File: config.mk
export PLATFORM = sky130hd
export DESIGN_NAME = chan_decim_flat
export DESIGN_NICKNAME = d
export VERILOG_FILES = /design/src/rtl/chan_decim_pkg.sv /design/src/rtl/chan_decim_if.sv /design/src/rtl/decim_shift_sat.sv /design/src/rtl/chan_decim.sv /design/src/flat_wrapper.sv
export SDC_FILE = /design/constraint.sdc
export NUM_CORES = 1
export LEC_CHECK = 0
export BUFFER_PORTS_ARGS = -buffer_cell sky130_fd_sc_hd__buf_2
export CAP_MARGIN = 20
export CORE_ASPECT_RATIO = 0.6
export CORE_MARGIN = 2
export CORE_UTILIZATION = 60
export CTS_CLUSTER_SIZE = 30
export DETAILED_ROUTE_END_ITERATION = 10
export PLACE_DENSITY = 0.81
export RECOVER_POWER = 50
export SLEW_MARGIN = 20
export SYNTH_ARGS = -nofsm -noshare
export SYNTH_HDL_FRONTEND = slang
export SYNTH_SLANG_ARGS = --single-unit
File: constraint.sdc
create_clock -name clk -period 7.05 [get_ports clk]
set_input_delay 0.3525 -clock clk [delete_from_list [all_inputs] [get_ports clk]]
set_output_delay 0.3525 -clock clk [all_outputs]
set_load 0.005 [all_outputs]
File: src/rtl/chan_decim_pkg.sv
// -----------------------------------------------------------------------------
// chan_decim_pkg
// Shared types and helpers for the channel-interleaved boxcar decimator and
// its shift/round/saturate stage.
//   shift_t    : 4-bit arithmetic right-shift amount
//   acc_width  : accumulator width for a given sample width and count width
//   sat_hi/lo  : symmetric saturation limits for a signed output width
// -----------------------------------------------------------------------------
package chan_decim_pkg;

  typedef logic [3:0] shift_t;

  // Accumulator holds up to 2^cw samples of dw bits without wrapping.
  function automatic int acc_width(input int dw, input int cw);
    return dw + cw;
  endfunction

  // Symmetric limits: the most negative code is never produced, so the
  // output can always be negated without overflow downstream.
  function automatic int sat_hi(input int ow);
    return (1 << (ow - 1)) - 1;
  endfunction

  function automatic int sat_lo(input int ow);
    return -sat_hi(ow);
  endfunction

endpackage : chan_decim_pkg

File: src/rtl/chan_decim_if.sv
// -----------------------------------------------------------------------------
// chan_decim_if
// Sample stream into the decimator and decimated word stream out of it.
//   iq_in/iq_strobe/frame_start : time-multiplexed DSP samples, frame_start
//                                 marks the channel-0 sample
//   dout/dout_strobe            : decimated signed word and its valid
//   dout_chan                   : channel of dout
//   dout_frame                  : first emitted word of a decimated frame
// Modports: master drives samples (DSP side), slave is the decimator.
// -----------------------------------------------------------------------------
interface chan_decim_if #(
  parameter int dw  = 16,
  parameter int ow  = 16,
  parameter int chw = 3
);

  logic signed [dw-1:0]  iq_in;
  logic                  iq_strobe;
  logic                  frame_start;
  logic signed [ow-1:0]  dout;
  logic                  dout_strobe;
  logic [chw-1:0]        dout_chan;
  logic                  dout_frame;

  modport master (
    output iq_in, iq_strobe, frame_start,
    input  dout, dout_strobe, dout_chan, dout_frame
  );

  modport slave (
    input  iq_in, iq_strobe, frame_start,
    output dout, dout_strobe, dout_chan, dout_frame
  );

endinterface : chan_decim_if

File: src/rtl/decim_shift_sat.sv
// -----------------------------------------------------------------------------
// decim_shift_sat
// Registered arithmetic right shift + optional rounding + symmetric saturation.
// One register stage; an opaque tag travels alongside the data.
// Optional feature: define CHAN_DECIM_ROUND_EN to add 2^(shift-1) before the
// shift (round half up); otherwise the shift truncates toward -inf.
// Ports:
//   clk, rst       : clock, synchronous active-high reset
//   i_valid/i_data : signed input word (iw bits) and its valid
//   i_shift        : right-shift amount
//   i_tag          : sideband carried with the word
//   o_valid/o_data : registered saturated word (ow bits)
//   o_tag          : registered sideband
//   o_clip         : the word in o_data was clipped (qualified by o_valid)
// -----------------------------------------------------------------------------
module decim_shift_sat
  import chan_decim_pkg::*;
#(
  parameter int iw = 24,
  parameter int ow = 16,
  parameter int tw = 4
) (
  input  logic                 clk,
  input  logic                 rst,
  input  logic                 i_valid,
  input  logic signed [iw-1:0] i_data,
  input  shift_t               i_shift,
  input  logic [tw-1:0]        i_tag,
  output logic                 o_valid,
  output logic signed [ow-1:0] o_data,
  output logic [tw-1:0]        o_tag,
  output logic                 o_clip
);

  // One guard bit so the rounding bias cannot overflow a full-scale sum.
  localparam logic signed [iw:0] L_SAT_HI = (iw+1)'(sat_hi(ow));
  localparam logic signed [iw:0] L_SAT_LO = (iw+1)'(sat_lo(ow));

  logic signed [iw:0]   w_ext;
  logic signed [iw:0]   w_bias;
  logic signed [iw:0]   w_rnd;
  logic signed [iw:0]   w_shr;
  logic signed [ow-1:0] w_sat;
  logic                 w_clip;

  // NOTE: every signal written here gets a default before any branch, so no
  // path leaves it unassigned and no latch is inferred.
  always_comb begin
    w_ext  = {i_data[iw-1], i_data};
`ifdef CHAN_DECIM_ROUND_EN
    w_bias = (i_shift != '0) ? ((iw+1)'(1) <<< (i_shift - 4'd1)) : '0;
`else
    w_bias = '0;
`endif
    w_rnd  = w_ext + w_bias;
    w_shr  = w_rnd >>> i_shift;
    w_sat  = w_shr[ow-1:0];
    w_clip = 1'b0;
    if (w_shr > L_SAT_HI) begin
      w_sat  = L_SAT_HI[ow-1:0];
      w_clip = 1'b1;
    end else if (w_shr < L_SAT_LO) begin
      w_sat  = L_SAT_LO[ow-1:0];
      w_clip = 1'b1;
    end
  end

  // NOTE: clocked state uses non-blocking assignments so every register
  // samples the pre-edge values regardless of statement order.
  always_ff @(posedge clk) begin
    if (rst) begin
      o_valid <= 1'b0;
      o_data  <= '0;
      o_tag   <= '0;
      o_clip  <= 1'b0;
    end else begin
      o_valid <= i_valid;
      o_clip  <= i_valid & w_clip;
      if (i_valid) begin
        o_data <= w_sat;
        o_tag  <= i_tag;
      end
    end
  end

endmodule : decim_shift_sat

File: src/rtl/chan_decim.sv
// -----------------------------------------------------------------------------
// chan_decim
// Channel-interleaved boxcar decimator feeding the circular waveform buffer.
// Each channel is summed over N = max(wave_cnt,1) frames, shifted right by
// wave_shift, saturated symmetrically, and emitted two cycles after the
// channel's last-frame sample. No backpressure: the consumer takes every word.
// Optional feature: CHAN_DECIM_ROUND_EN enables round-half-up before the shift
// (implemented in decim_shift_sat); latency is the same either way.
// Ports:
//   clk, rst    : clock, synchronous active-high reset
//   io          : chan_decim_if slave (samples in, decimated words out)
//   wave_cnt    : frames per output, 0 behaves as 1 (latched per period)
//   wave_shift  : right shift of the sum (latched per period)
//   chan_mask   : 1 = channel emitted (latched per period)
//   sat_clear   : clears sat_flag (a simultaneous clip wins)
//   sat_flag    : sticky saturation indicator
//   frame_err   : sticky, more than nch strobes between frame_starts
// -----------------------------------------------------------------------------
module chan_decim
  import chan_decim_pkg::*;
#(
  parameter int dw  = 16,
  parameter int ow  = 16,
  parameter int cw  = 8,
  parameter int nch = 8,
  parameter int chw = 3
) (
  input  logic            clk,
  input  logic            rst,
  chan_decim_if.slave     io,
  input  logic [cw-1:0]   wave_cnt,
  input  shift_t          wave_shift,
  input  logic [nch-1:0]  chan_mask,
  input  logic            sat_clear,
  output logic            sat_flag,
  output logic            frame_err
);

  localparam int             aw     = acc_width(dw, cw);
  localparam logic [chw:0]   L_FULL = (chw+1)'(nch);
  localparam logic [chw:0]   L_CNT1 = (chw+1)'(1);
  localparam logic [cw-1:0]  L_ONE  = cw'(1);

  // Frame/channel sequencing state.
  logic              r_synced;
  logic [chw:0]      r_cnt;        // strobes seen in the current frame
  logic [cw-1:0]     r_fcnt;       // frame index within the period
  logic [cw-1:0]     r_n;          // frames per period, latched
  shift_t            r_shift;
  logic [nch-1:0]    r_mask;
  logic              r_emit_seen;  // a word already left this frame
  logic              r_frame_err;
  logic              r_sat_flag;

  logic signed [aw-1:0] r_acc [nch];

  // Pipeline stage 1: full-period sum.
  logic                 r_s1_valid;
  logic signed [aw-1:0] r_s1_sum;
  shift_t               r_s1_shift;
  logic [chw:0]         r_s1_tag;  // {first word of frame, channel}

  logic                 w_fs_hit;
  logic                 w_overrun;
  logic                 w_accept;
  logic [chw-1:0]       w_ch;
  logic [cw-1:0]        w_new_fidx;
  logic [cw-1:0]        w_fidx;
  logic                 w_period_start;
  logic [cw-1:0]        w_n_next;
  logic [cw-1:0]        w_n;
  shift_t               w_shift;
  logic [nch-1:0]       w_mask;
  logic                 w_first;
  logic                 w_last;
  logic                 w_emit;
  logic                 w_first_emit;
  logic signed [aw-1:0] w_iq_ext;
  logic signed [aw-1:0] w_sum;

  logic                 w_s2_valid;
  logic signed [ow-1:0] w_s2_data;
  logic [chw:0]         w_s2_tag;
  logic                 w_s2_clip;

  always_comb begin
    // frame_start only counts when it comes with a sample.
    w_fs_hit  = io.iq_strobe & io.frame_start;
    w_overrun = io.iq_strobe & ~io.frame_start & r_synced & (r_cnt == L_FULL);
    w_accept  = w_fs_hit | (io.iq_strobe & r_synced & (r_cnt != L_FULL));
    w_ch      = w_fs_hit ? '0 : r_cnt[chw-1:0];

    // A new frame wraps to index 0 after the period's last frame; before
    // sync the first frame_start always opens a period.
    w_new_fidx = (!r_synced || (r_fcnt == r_n - L_ONE)) ? '0 : r_fcnt + L_ONE;
    w_fidx     = w_fs_hit ? w_new_fidx : r_fcnt;
    w_period_start = w_fs_hit & (w_new_fidx == '0);

    // Configuration is sampled at the channel-0 strobe of a period and must
    // already apply to that strobe, hence the bypass around the latches.
    w_n_next = (wave_cnt == '0) ? L_ONE : wave_cnt;
    w_n      = w_period_start ? w_n_next   : r_n;
    w_shift  = w_period_start ? wave_shift : r_shift;
    w_mask   = w_period_start ? chan_mask  : r_mask;

    w_first = (w_fidx == '0);
    w_last  = (w_fidx == w_n - L_ONE);
    w_emit  = w_accept & w_last & w_mask[w_ch];
    w_first_emit = w_fs_hit | ~r_emit_seen;

    w_iq_ext = {{cw{io.iq_in[dw-1]}}, io.iq_in};
    // With N==1 the sample is both first and last, so the sum is iq_in alone.
    w_sum    = w_first ? w_iq_ext : r_acc[w_ch] + w_iq_ext;
  end

  always_ff @(posedge clk) begin
    if (rst) begin
      r_synced    <= 1'b0;
      r_cnt       <= '0;
      r_fcnt      <= '0;
      r_n         <= L_ONE;
      r_shift     <= '0;
      r_mask      <= '0;
      r_emit_seen <= 1'b0;
      r_frame_err <= 1'b0;
      r_sat_flag  <= 1'b0;
      r_s1_valid  <= 1'b0;
      r_s1_sum    <= '0;
      r_s1_shift  <= '0;
      r_s1_tag    <= '0;
    end else begin
      if (w_fs_hit) begin
        r_synced <= 1'b1;
        r_cnt    <= L_CNT1;
        r_fcnt   <= w_new_fidx;
        if (w_period_start) begin
          r_n     <= w_n_next;
          r_shift <= wave_shift;
          r_mask  <= chan_mask;
        end
      end else if (w_accept) begin
        r_cnt <= r_cnt + L_CNT1;
      end

      if (w_overrun) r_frame_err <= 1'b1;

      if (w_fs_hit)    r_emit_seen <= w_emit;
      else if (w_emit) r_emit_seen <= 1'b1;

      // Set has priority over clear so a clip is never lost.
      r_sat_flag <= (r_sat_flag & ~sat_clear) | (w_s2_valid & w_s2_clip);

      r_s1_valid <= w_emit;
      if (w_emit) begin
        r_s1_sum   <= w_sum;
        r_s1_shift <= w_shift;
        r_s1_tag   <= {w_first_emit, w_ch};
      end
    end
  end

  // NOTE: the accumulator array is deliberately not reset: the first frame of
  // every period overwrites each entry, and a reset would prevent mapping it
  // onto distributed RAM.
  always_ff @(posedge clk) begin
    if (w_accept) r_acc[w_ch] <= w_sum;
  end

  decim_shift_sat #(
    .iw (aw),
    .ow (ow),
    .tw (chw + 1)
  ) u_shift_sat (
    .clk     (clk),
    .rst     (rst),
    .i_valid (r_s1_valid),
    .i_data  (r_s1_sum),
    .i_shift (r_s1_shift),
    .i_tag   (r_s1_tag),
    .o_valid (w_s2_valid),
    .o_data  (w_s2_data),
    .o_tag   (w_s2_tag),
    .o_clip  (w_s2_clip)
  );

  assign io.dout        = w_s2_data;
  assign io.dout_strobe = w_s2_valid;
  assign io.dout_chan   = w_s2_tag[chw-1:0];
  assign io.dout_frame  = w_s2_tag[chw];
  assign sat_flag       = r_sat_flag;
  assign frame_err      = r_frame_err;

endmodule : chan_decim

File: src/flat_wrapper.sv
// flat-port wrapper written by rule: the top's interface ports become plain ports
module chan_decim_flat import chan_decim_pkg::*;
#(
  parameter int dw  = 16,
  parameter int ow  = 16,
  parameter int cw  = 8,
  parameter int nch = 8,
  parameter int chw = 3
)
  (clk, rst, wave_cnt, wave_shift, chan_mask, sat_clear, sat_flag, frame_err, io_iq_in, io_iq_strobe, io_frame_start, io_dout, io_dout_strobe, io_dout_chan, io_dout_frame);
  chan_decim_if #(.dw(dw), .ow(ow), .chw(chw)) io_i ();
  input  logic clk;
  input  logic rst;
  input  logic [cw-1:0] wave_cnt;
  input  shift_t wave_shift;
  input  logic [nch-1:0] chan_mask;
  input  logic sat_clear;
  output logic sat_flag;
  output logic frame_err;
  input wire logic [$bits(io_i.iq_in)-1:0] io_iq_in;
  input wire logic [$bits(io_i.iq_strobe)-1:0] io_iq_strobe;
  input wire logic [$bits(io_i.frame_start)-1:0] io_frame_start;
  output wire logic [$bits(io_i.dout)-1:0] io_dout;
  output wire logic [$bits(io_i.dout_strobe)-1:0] io_dout_strobe;
  output wire logic [$bits(io_i.dout_chan)-1:0] io_dout_chan;
  output wire logic [$bits(io_i.dout_frame)-1:0] io_dout_frame;
  assign io_i.iq_in = io_iq_in;
  assign io_i.iq_strobe = io_iq_strobe;
  assign io_i.frame_start = io_frame_start;
  assign io_dout = io_i.dout;
  assign io_dout_strobe = io_i.dout_strobe;
  assign io_dout_chan = io_i.dout_chan;
  assign io_dout_frame = io_i.dout_frame;
  chan_decim #(.dw(dw), .ow(ow), .cw(cw), .nch(nch), .chw(chw)) u_core (.clk(clk), .rst(rst), .io(io_i), .wave_cnt(wave_cnt), .wave_shift(wave_shift), .chan_mask(chan_mask), .sat_clear(sat_clear), .sat_flag(sat_flag), .frame_err(frame_err));
endmodule
# == Word-level counts from Yosys, hierarchy flattened ==
# Memory sizes are Yosys's and may differ from the RTL's.
# Index checks and enable logic that the tools add are counted.
# classes
n_mul,0
shifts,1
eq_ne,4
n_reduce_logical,8
mux,20
n_bitwise,18
magnitude_cmp,3
div_mod_pow,0
add_sub_neg,5
# ops
operator,count
$mux W8,5
$mux W16,2
$gt A25 B16 Y1 const B,1
$lt A25 B16 Y1 const B,1
$sshr A24 B4 Y25,1
$add A24 B16 Y24,1
$logic_not A8 Y1,3
$mux W24,1
$eq A8 B8 Y1,2
$sub A8 B1 Y8 const B,2
$and A1 B1 Y1,12
$mux W1,9
$add A8 B1 Y8 const B,1
$add A4 B1 Y4 const B,1
$eq A4 B4 Y1 const B,1
$lt A3 B4 Y1 const B,1
$mux W4,1
$ne A4 B4 Y1 const B,1
$reduce_bool A2 Y1,2
$bmux W1 S3,1
$mux W3,1
$not A1 Y1,3
$or A1 B1 Y1,3
$reduce_or A2 Y1,1
other kinds (2),2
# word_totals
latchBits,0
mem_count,1
inputBits,41
output_inout_bits,23
mem_bits_rw,192
rom_bits,0
register_bits,91
# mem_list
name,words,word_bits,read_ports,rd_ports_with_merged_regs,wr,line,rtl
u_core.r_acc,8,24,1,0,1,chan_decim.sv:55,logic signed [aw-1:0] r_acc [nch];

# == Longest topological paths before layout ==
# logic_depth
word_depth,13
mapped_depth,22
mapped_depth_nobuf,18

# == Modules after synthesis ==
# Synthesis repeated with hierarchy kept, for this count alone.
# hier_totals
cells_unflattened,1317
area_unflattened_um2,14690.3
# by_module_without_submodules
mod,cells_per_inst,area_per_inst_um2,n_inst
chan_decim,1097,12558.3,1
decim_shift_sat,220,2132.0,1

# == Least setup slack after synthesis ==
# No wires, ideal clock.
# synth_timing
path_kind,input-to-reg
startpoint,input port io_iq_strobe
endpoint,memory u_core.r_acc[0][22] (netlist name) (data pin)
n_path_buf,4
slack_ps,1724
setup_ps,278
t_required_ps,6772
cell_stages,19
arrival_ps,5048
cell_sequence,and2_1 > clkbuf_1 > nor2_1 > buf_1 > clkbuf_1 > clkbuf_1 > mux2i_1 > a32oi_1 > and3_1 > ha_1 > nand3_1 > a2111oi_0 > o31ai_1 > a21boi_0 > a221oi_1 > o21ai_0 > mux2i_1 > a21oi_1 > o21ai_0
# synth_between
elab_chain_cells,5
elab_cells_between_ends,7
# synth_rtl
element,line,rtl
"start, declared",flat_wrapper.sv:21,input wire logic [$bits(io_i.iq_strobe)-1:0] io_iq_strobe;
$and A1 B1 Y1 *,chan_decim.sv:88,w_fs_hit = io.iq_strobe & io.frame_start;
$mux W3,chan_decim.sv:91,w_ch = w_fs_hit ? '0 : r_cnt[chw-1:0];
$mem_v2 Z8 W24,n/a,
$add A24 B16 Y24,chan_decim.sv:113,w_sum = w_first ? w_iq_ext : r_acc[w_ch] + w_iq_ext;
$mux W24 *,chan_decim.sv:113,
net u_core.w_sum[22],chan_decim.sv:79,logic signed [aw-1:0] w_sum;
"end, declared",chan_decim.sv:55,
# The timed path passes the listed nets; every way through them passes the cells marked *.

# == Worst setup path after layout ==
# layout_timing
startpoint,register u_core.r_cnt[1]
endpoint,memory u_core.r_acc[3][22] (netlist name) (data pin)
# layout_between
elab_chain_cells,4
# layout_rtl
element,line,rtl
"start, declared",chan_decim.sv:46,logic [chw:0] r_cnt;
"start signal, assigned",chan_decim.sv:142,r_cnt <= r_cnt + L_CNT1;
$mux W3,chan_decim.sv:91,
$mem_v2 Z8 W24,n/a,
$add A24 B16 Y24,chan_decim.sv:113,
$mux W24,chan_decim.sv:113,
net u_core.w_sum[22],chan_decim.sv:79,
# The timed path passes the listed nets, and every way through them passes these cells.

==> metrics.txt <==
# TYPE chip_impl_metric gauge
chip_impl_metric{name="clock_power_share",unit=""} 0.384
chip_impl_metric{name="period_needed",unit="ns"} 6.16
chip_impl_metric{name="synth_simple_gate_area_frac",unit=""} 0.148
chip_impl_metric{name="die_y",unit="um"} 124
chip_impl_metric{name="core_region_area",unit="um^2"} 23200
chip_impl_metric{name="antenna_found_initial",unit=""} 0
chip_impl_metric{name="drt-vias-per-instance",unit=""} 6.67
chip_impl_info{name="cts_tree",value="yes"} 1
chip_impl_metric{name="synth-warning-count",unit=""} 0
chip_impl_info{name="crit_path_end_kind",value="register"} 1
chip_impl_metric{name="fin_worst_skew",unit="ns"} 0.0175
chip_impl_metric{name="worstPathArrival",unit="ns"} 6.36
chip_impl_metric{name="dp.final_hpwl",unit="mm"} 24.4
chip_impl_metric{name="final-hold-violation-count",unit=""} 0
chip_impl_metric{name="post_cts.repair.setup_buffers",unit=""} 0
chip_impl_metric{name="starting_density_of_the_core",unit=""} 0.615
chip_impl_metric{name="post_synth_xor_area_fraction",unit=""} 0.0285
chip_impl_metric{name="yosys_register_bits",unit=""} 283
chip_impl_metric{name="required",unit="ns"} 7.25
chip_impl_info{name="highest_layer",value="met4"} 1
chip_impl_metric{name="drtIter0Drc",unit=""} 1405
chip_impl_metric{name="timing.hold.ws",unit="ns"} 0.0535
chip_impl_metric{name="synth_fp_nets",unit=""} 1338
chip_impl_info{name="class_of_the_tightest_hold_or_removal_check",value="in -> reg"} 1
chip_impl_metric{name="synth_cell_types",unit=""} 73
chip_impl_metric{name="route.met2.wl",unit="mm"} 16.2
chip_impl_metric{name="numPortBuffers",unit=""} 63
chip_impl_info{name="dominantRegCellSynth",value="edfxtp_1"} 1
chip_impl_metric{name="internal_power",unit="mW"} 2.87
chip_impl_metric{name="met3WireLength",unit="mm"} 4.19
chip_impl_metric{name="synth_adder_area_share",unit=""} 0.0259
chip_impl_info{name="critical_path.startpoint_type",value="register"} 1
chip_impl_info{name="synthDominantAreaCellType",value="edfxtp_1"} 1
chip_impl_metric{name="timing_worst_slew_pin_value",unit="ns"} 3.82
chip_impl_metric{name="share_of_the_synthesized_area_in_compound_gates_ao_oa_aoi_oai",unit=""} 0.110
chip_impl_metric{name="post_route_cells_drive_above_1_share",unit=""} 0.144
chip_impl_info{name="violations",value="capacitance limit, slew limit"} 1
chip_impl_metric{name="net-switching-power",unit="mW"} 0.966
chip_impl_metric{name="setup-tns-final",unit="ns"} 0
chip_impl_metric{name="fmaxAchievable",unit="GHz"} 0.162
chip_impl_metric{name="power.combinational.fraction",unit=""} 0.140
chip_impl_metric{name="num_rows",unit=""} 43
chip_impl_metric{name="dieWidth",unit="um"} 203
chip_impl_metric{name="power.leakage",unit="nW"} 5.56
chip_impl_metric{name="netlist_instances",unit=""} 1268
chip_impl_info{name="synth.top_cells.by_area",value="edfxtp_1 40%, dfxtp_1 13%, mux4_2 5.8%"} 1
chip_impl_metric{name="fillCellCount",unit=""} 1721
chip_impl_metric{name="cts.sink_count",unit=""} 283
chip_impl_metric{name="die-area",unit="um^2"} 25100
chip_impl_metric{name="grt_pass1_vias",unit=""} 10107
chip_impl_metric{name="grt_pass1_wl",unit="mm"} 58.2
chip_impl_info{name="layout.cells.most_common_list",value="192 x edfxtp_1, 134 x nand2_1, 130 x nor2_1"} 1
chip_impl_metric{name="boundaryPins",unit=""} 64
chip_impl_metric{name="antenna_left",unit=""} 0
chip_impl_metric{name="synth_edf_count",unit=""} 192
chip_impl_metric{name="report.final.slew_viol_count",unit=""} 268
chip_impl_metric{name="share_of_cell_area_taken_by_muxes_after_synthesis",unit=""} 0.129
chip_impl_metric{name="cells_resized_by_post_cts_repair",unit=""} 0
chip_impl_info{name="final_common_cell",value="edfxtp_1"} 1
chip_impl_metric{name="yosysSeqAreaShare",unit=""} 0.531
chip_impl_metric{name="layout.nets",unit=""} 1378
chip_impl_metric{name="wl_per_cell",unit="um"} 22.8
chip_impl_metric{name="multi_input_comb_area",unit="um^2"} 6380
chip_impl_metric{name="maxSlewHeadroom",unit=""} -1.55
chip_impl_metric{name="synth.cell_area",unit="um^2"} 14300
chip_impl_metric{name="areal_power_density_over_the_cells",unit="nW/um^2"} 243
chip_impl_metric{name="h-tree-depth",unit=""} 1
chip_impl_metric{name="asyncSetResetFlopFracSynth",unit=""} 0
chip_impl_info{name="cts_root_buffer",value="clkbuf_16"} 1
chip_impl_metric{name="overflow",unit=""} 0
chip_impl_info{name="timing.setup.critical_path_class",value="reg -> reg"} 1
chip_impl_metric{name="area.growth.synth_to_final",unit="%"} 10.6
chip_impl_metric{name="power.switching_fraction",unit=""} 0.252
chip_impl_metric{name="final-setup-viol-count",unit=""} 0
chip_impl_metric{name="number_of_buffers_inserted_during_clock_tree_synthesis",unit=""} 26
chip_impl_info{name="run_status",value="complete, but fails checks"} 1
chip_impl_info{name="dominant_combinational_cell_family_by_area_after_synthesis",value="simple AND/OR/NAND/NOR gates"} 1
chip_impl_metric{name="diodes",unit=""} 0
chip_impl_metric{name="drt-pass1-iter-count",unit=""} 6
chip_impl_metric{name="path_clk_slew",unit="ns"} 0.06
chip_impl_metric{name="quantity_of_hold_fixing_buffers_added_after_cts",unit=""} 0
chip_impl_metric{name="final_min_period_over_clock_period",unit=""} 0.874
chip_impl_metric{name="drt_drc_violations_left",unit=""} 0
chip_impl_metric{name="syn_avg_cell_area",unit="um^2"} 11.3
chip_impl_metric{name="ir_worst_vdd",unit="uV"} 223
chip_impl_metric{name="sequential_cell_area",unit="um^2"} 7590
chip_impl_metric{name="max_cap_viol_count",unit=""} 9
chip_impl_info{name="grt_setup_unrepaired",value="false"} 1
chip_impl_metric{name="grt.total_usage",unit=""} 0.302
chip_impl_metric{name="finalWeightedCongestion",unit=""} 0.938
chip_impl_metric{name="drt-met1-wl",unit="mm"} 16.3
chip_impl_metric{name="grt_max_degree",unit=""} 85
chip_impl_metric{name="insertion_delay",unit="ns"} 0.55
chip_impl_metric{name="num_vias",unit=""} 10962
chip_impl_metric{name="synth_top_cell_area_share",unit=""} 0.403
chip_impl_metric{name="seq_power_share",unit=""} 0.476
chip_impl_metric{name="path_max_fanout",unit=""} 19
chip_impl_metric{name="clock_path_buffers",unit=""} 3
chip_impl_metric{name="wl",unit="mm"} 37.4
-- logic make-up (layout without fill, tap and decap cells) --
kind of cell	after synthesis	count (layout)
and+or+nand+nor	446	446
adders and majority gates	29	29
AOI/OAI and AO/OA	231	231
buffers and inverters	100	160
DFF	283	283
muxes	134	134
xor gates and xnor gates	45	45
-- registers in the layout (all words and copies together), names as in the netlist, 4 cells and up --
| register | flops |
|---|---|
| u_core.r_fcnt | 8 |
| u_core.r_shift | 4 |
| u_core.r_acc | 192 |
| u_core.r_mask | 8 |
| u_core.r_n | 8 |
| u_core.u_shift_sat.o_tag | 4 |
| u_core.r_s1_tag | 4 |
| u_core.u_shift_sat.o_data | 16 |
| u_core.r_s1_shift | 4 |
| u_core.r_cnt | 4 |
| u_core.r_s1_sum | 24 |
-- per-layer routing --
layer,track usage,vias up
li1,-,4897
met1,0.480,5326
met2,0.435,672
met4,0.0584,0
met3,0.0563,67
met5,0,-
-- Yosys cell counts, types with 3 or more instances --
cell type  number
nor2_1        133
nand2b_1        6
mux2_1          3
a31oi_1        26
o31ai_1         8
nor2b_1        15
nand4_1        10
a21oi_1        44
clkbuf_1       61
ha_1           28
nor3_1         38
o21a_1          7
a21o_1          8
a31o_1          3
o21ai_1         3
xor2_1         12
buf_1           9
mux4_2         37
o21bai_1        5
and3_1         18
mux2i_1        65
a31o_2          3
and2_1          6
or4_1           4
o211ai_1        4
nor4_1         19
a311oi_1        4
o21ai_0        31
nand2_1       134
mux2_2         29
nand3_1        32
xnor2_1        32
a211oi_1       12
dfxtp_1        91
a32oi_1        27
inv_1          17
o22ai_1        25
buf_2          11
edfxtp_1      192
or3_1           9
-- metrics by stage --
step / instance area [um^2] / setup slack (ns) / instances / util / total power [mW]
3_3_place_gp: 15000 / 1.44 / 1594 / 0.645 / 2.36
4_1_cts: 15900 / 1.35 / 1642 / 0.683 / 3.83
2_1_floorplan: 14300 / 1.72 / 1268 / - / 2.24
5_1_grt: 15800 / 0.690 / 1643 / 0.681 / 3.96
6_report: 15800 / 0.889 / 1643 / 0.681 / 3.84
3_5_place_dp: 15000 / 1.22 / 1594 / 0.645 / 2.38
-- worst max-delay path, cell delays in order (launching register included) --
cell and delay [ns]:
dfxtp_1 0.53, inv_1 0.15, clkbuf_1 1.05, a32oi_1 0.24, o22ai_1 0.20, nor2_1 0.06, ha_1 0.22, fa_1 0.43
a21oi_1 0.20, o21ai_0 0.24, o31ai_1 0.42, a21boi_0 0.23, a221oi_1 0.47, o21ai_0 0.34, mux2i_1 0.22, a21oi_1 0.06
o21ai_0 0.75
-- area by class of cell --
type	instances	area share
inverters	18	0.00427
repair buffers	94	0.0316
clock inverters	14	0.0104
multi-input cells	885	0.403
flip-flops and latches	283	0.480
well taps	315	0.0249
clock buffers	34	0.0456
-- worst paths after layout --
path	start	end	slack, ns	depth (start not counted)
setup / recovery	u_core.r_cnt[1]	u_core.r_acc[3][22]	0.89	16
hold reg to reg	u_core.u_shift_sat.o_clip	u_core.sat_flag	0.44	2
hold / removal	chan_mask[6]	u_core.r_mask[6]	0.05	3
setup reg to reg	u_core.r_cnt[1]	u_core.r_acc[3][22]	0.89	16
-- power by group through the flow --
stage	registers [mW]	clock network (mW)	logic, mW
after floorplan	1.86	0	0.382
after global placement	1.86	0	0.498
after detailed placement	1.86	0	0.517
after CTS	1.83	1.48	0.524
after global routing	1.83	1.55	0.581
final	1.83	1.47	0.536
Power figures use the tool's default switching activity.
